### src/rtl/cpu_pkg.sv
// rtl/cpu_pkg.sv - shared CPU widths, instruction-memory geometry and loader state encoding
package cpu_pkg;

    localparam int INSTR_W    = 12;
    localparam int IMEM_DEPTH = 8;
    localparam logic [INSTR_W-1:0] NOP_WORD = 12'h000;

    typedef enum logic [1:0] {
        IDLE,
        RECV,
        PAD,
        DONE
    } loader_state_t;

endpackage

### src/rtl/program_loader.sv
// rtl/program_loader.sv - streams host words into instruction memory, padding to a full image
module program_loader
    import cpu_pkg::*;
#(
    parameter int                WORD_W   = INSTR_W,
    parameter int                DEPTH    = IMEM_DEPTH,
    parameter logic [WORD_W-1:0] PAD_WORD = NOP_WORD
) (
    input  logic                       clk,
    input  logic                       reset,
    input  logic                       start,
    input  logic                       in_valid,
    input  logic [WORD_W-1:0]          in_data,
    output logic                       in_ready,
    input  logic                       finish,
    output logic                       mem_load,
    output logic [WORD_W-1:0]          mem_data,
    output logic [$clog2(DEPTH+1)-1:0] count,
    output logic                       busy,
    output logic                       done,
    output logic                       overrun
);

    localparam int CNT_W = $clog2(DEPTH+1);
    localparam logic [CNT_W-1:0] LAST = CNT_W'(DEPTH - 1);

    loader_state_t state;

    assign in_ready = (state == RECV);
    assign busy     = (state == RECV) || (state == PAD);

    // Every session issues exactly DEPTH loads, so image index 0 is always the first word.
    always_ff @(posedge clk) begin
        if (reset) begin
            state    <= IDLE;
            mem_load <= 1'b0;
            mem_data <= '0;
            count    <= '0;
            done     <= 1'b0;
            overrun  <= 1'b0;
        end else begin
            mem_load <= 1'b0;
            case (state)
                IDLE: begin
                    if (start) begin
                        state   <= RECV;
                        count   <= '0;
                        done    <= 1'b0;
                        overrun <= 1'b0;
                    end
                end
                RECV: begin
                    if (in_valid) begin
                        mem_load <= 1'b1;
                        mem_data <= in_data;
                        count    <= count + 1'b1;
                        if (count == LAST)
                            state <= DONE;
                        else if (finish)
                            state <= PAD;
                    end else if (finish) begin
                        state <= PAD;
                    end
                end
                PAD: begin
                    mem_load <= 1'b1;
                    mem_data <= PAD_WORD;
                    count    <= count + 1'b1;
                    if (count == LAST)
                        state <= DONE;
                end
                DONE: begin
                    // done trails the final load pulse by one cycle.
                    if (start) begin
                        state   <= RECV;
                        count   <= '0;
                        done    <= 1'b0;
                        overrun <= 1'b0;
                    end else begin
                        done <= 1'b1;
                        if (in_valid)
                            overrun <= 1'b1;
                    end
                end
                default: state <= IDLE;
            endcase
        end
    end

endmodule

### config.mk
export PLATFORM = sky130hd
export DESIGN_NAME = program_loader
export DESIGN_NICKNAME = d
export VERILOG_FILES = /design/src/rtl/cpu_pkg.sv /design/src/rtl/program_loader.sv
export SDC_FILE = /design/constraint.sdc
export NUM_CORES = 1
export LEC_CHECK = 0
export ABC_AREA = 0
export BUFFER_PORTS_ARGS = -buffer_cell sky130_fd_sc_hd__buf_4
export CORE_MARGIN = 2
export CORE_UTILIZATION = 40
export CTS_BUF_LIST = sky130_fd_sc_hd__clkbuf_4 sky130_fd_sc_hd__clkbuf_8 sky130_fd_sc_hd__clkbuf_16
export DETAILED_ROUTE_END_ITERATION = 8
export PLACE_DENSITY_LB_ADDON = 0.1
export SYNTH_ARGS = -nofsm -noshare
export SYNTH_HDL_FRONTEND = slang
export SYNTH_SLANG_ARGS = --single-unit
### constraint.sdc
create_clock -name clk -period 3.3 [get_ports clk]
set_clock_uncertainty 0.2 [all_clocks]
set_input_delay 0.165 -clock clk [delete_from_list [all_inputs] [get_ports clk]]
set_output_delay 0.165 -clock clk [all_outputs]
set_load 0.005 [all_outputs]
==> impl_metrics.json <==
{
  "status": "completed",
  "grt_antenna_before_repair": 0,
  "min_path_type": "in2reg",
  "first_global_vias": 846,
  "rsz0062_at_grt": "no",
  "tns_ps": 0,
  "cts_buffer_depth": 2,
  "drive_gt1_frac": 0.293,
  "multi_input_area_sq_um": 458,
  "criticalPathCategory": "reg2reg",
  "synth_cell_type_count": 30,
  "fp.dieW_um": 51.8,
  "cts.repair.resized": 0,
  "num_vias": 914,
  "dp_cells": 158,
  "grtUsageTotal": 0.191,
  "antenna_cells": 0,
  "syn_area_sq_um": 912,
  "leakage_nw": 0.609,
  "ant_nets": 0,
  "cts_buffers": 3,
  "p_switching_w": 0.000312,
  "final-seq-area_sq_um": 420,
  "ys_seq_area_frac": 0.461,
  "peakVddDrop_mv": 0.489,
  "grt_max_degree": 23,
  "final_common_cell": "buf_4",
  "min_period_over_period": 0.823,
  "p_clk_frac": 0.151,
  "mostFrequentLayoutCells": "buf_4 (37), dfxtp_1 (21), dlygate4sd3_1 (16)",
  "drc": 0,
  "rows": 17,
  "portBuffers": 37,
  "die_area_sq_um": 2680,
  "final-hold-violation-count": 0,
  "avgRoutedWirePerCell_um": 13.0,
  "insertion_delay_ps": 290,
  "yosys_warnings": 0,
  "pwr-share-seq": 0.381,
  "die_y_um": 51.8,
  "required_ps": 3340,
  "hpwl_mm": 1.55,
  "switching_share": 0.366,
  "syn_nets": 120,
  "clkSinkCount": 21,
  "root_buffer": "clkbuf_4",
  "grt_overflow": 0,
  "cp.arrival_ps": 2760,
  "end_kind": "register",
  "fmax_mhz": 368,
  "nNetsFinal": 173,
  "startpoint_type": "register",
  "cap_violations": 0,
  "worst_slew_pin_slew_ps": 990,
  "drt-total-wl_mm": 2.32,
  "viasPerCell": 5.13,
  "p_per_area_nw_per_um2": 612,
  "setup_viol": 0,
  "drt_iter0_markers": 29,
  "io_pins": 38,
  "p_int_w": 0.000541,
  "nFillCells": 196,
  "syn2layout_area_growth_pct": 52.7,
  "core_area_sq_um": 2190,
  "start_util": 0.416,
  "ys_ff_latch": 21,
  "h-tree-depth": 1,
  "final_cell_count_no_fill": 178,
  "slew_headroom": 0.321,
  "slew_viol_final": 0,
  "synth.avg_cell_area_sq_um": 9.31,
  "crit_fanout": 12,
  "cts_tree": "yes",
  "gp_congestion": 0.803,
  "clk_pin_slew_worst_paths_ps": 110,
  "drtPass1Iterations": 5,
  "grt_pass1_wl_mm": 3.82,
  "utilization": 0.636,
  "postSynthCellCount": 98,
  "power_frac_comb": 0.469,
  "min_period_ps": 2710
}
==> repair_timing <==
action                    in CTS  in global routing
hold buffers                  16                  0
buffers inserted               0                  0
hold endpoints to repair      16                  0
==> cells in the mapped netlist (all sizes together) <==
cell,n,area share
a211o,1,0.0096
a211oi,1,0.0082
a21o,1,0.0082
a21oi,6,0.033
a22oi,12,0.099
a311oi,1,0.016
a31oi,1,0.0069
and3b,1,0.011
buf,4,0.021
clkbuf,1,0.0041
dfxtp,21,0.46
ha,5,0.069
inv,3,0.012
mux2i,1,0.011
nand2,2,0.0082
nand3,3,0.016
nand3b,3,0.025
nand4b,1,0.0096
nor2,15,0.062
nor2b,3,0.023
nor3b,1,0.0082
nor4bb,1,0.011
o21ai,5,0.027
o31ai,1,0.0082
o32ai,1,0.0096
or2,1,0.0069
or2b,1,0.0082
or3,1,0.0069
==> layer usage <==
| layer | GRT usage | routed length (um) | vias to the layer above |
|---|---|---|---|
| met3 | 0.0345 | 100 | 2 |
| li1 | - | - | 460 |
| met5 | 0 | 0 | - |
| met4 | 0.0526 | 13 | 0 |
| met2 | 0.325 | 1150 | 23 |
| met1 | 0.246 | 1060 | 429 |
==> state kept, by name (all words and copies together) (netlist names) <==
| register | count |
|---|---|
| done | 1 |
| mem_data | 12 |
| count | 4 |
| state | 2 |
| mem_load | 1 |
| overrun | 1 |
==> layout make-up <==
type                    count  share of cell area
clock buffers               4              0.0216
flip-flops and latches     21               0.302
well taps                  28              0.0252
repair buffers             53               0.314
inverters                   3             0.00809
multi-input cells          69               0.329
==> final timing paths <==
check / slack [ps] / cells after the start / end / startpoint
min: 10 / 4 / overrun$_SDFFE_PP0P_ / start
max reg2reg: 590 / 6 / mem_data[2]$_SDFFE_PP0P_ / state[1]$_SDFFE_PP0P_
max: 590 / 6 / mem_data[2]$_SDFFE_PP0P_ / state[1]$_SDFFE_PP0P_
min reg2reg: 300 / 2 / done$_SDFFE_PP0P_ / done$_SDFFE_PP0P_
==> power by group through the flow <==
stage | Sequential, W | Clock [W] | Combinational (W)
2_1_floorplan | 0.000327 | 0 | 0.000251
3_3_place_gp | 0.000327 | 0 | 0.000371
3_5_place_dp | 0.000331 | 0 | 0.000379
4_1_cts | 0.000325 | 0.000133 | 0.000400
5_1_grt | 0.000330 | 0.000145 | 0.000450
6_report | 0.000325 | 0.000128 | 0.000400
==> logic make-up after synthesis <==
group | Yosys count | synth area share
and+or+nand+nor | 33 | 0.196
buffers and inverters | 8 | 0.0370
AOI/OAI and AO/OA | 30 | 0.226
adders and majority gates | 5 | 0.0686
muxes | 1 | 0.0110
DFF | 21 | 0.461
==> stage by stage <==
step                      setup WS [ps]  instance area [sq um]  hold WS (ps)  power, W
after floorplan                    1510                    912          81.9  0.000578
after global placement             1230                   1200           201  0.000699
after detailed placement           1150                   1200           212  0.000710
after CTS                           613                   1390          3.03  0.000857
after global routing                403                   1390          16.2  0.000925
final                               585                   1390          10.4  0.000853
==> critical path, cell delays in order, from the launching register on <==
cell	delay [ps]
dfxtp_1	340
inv_1	110
ha_1	270
mux2i_1	850
a22oi_1	210
nor2_1	120
dlygate4sd3_1	550
Power figures use the tool's default switching activity.
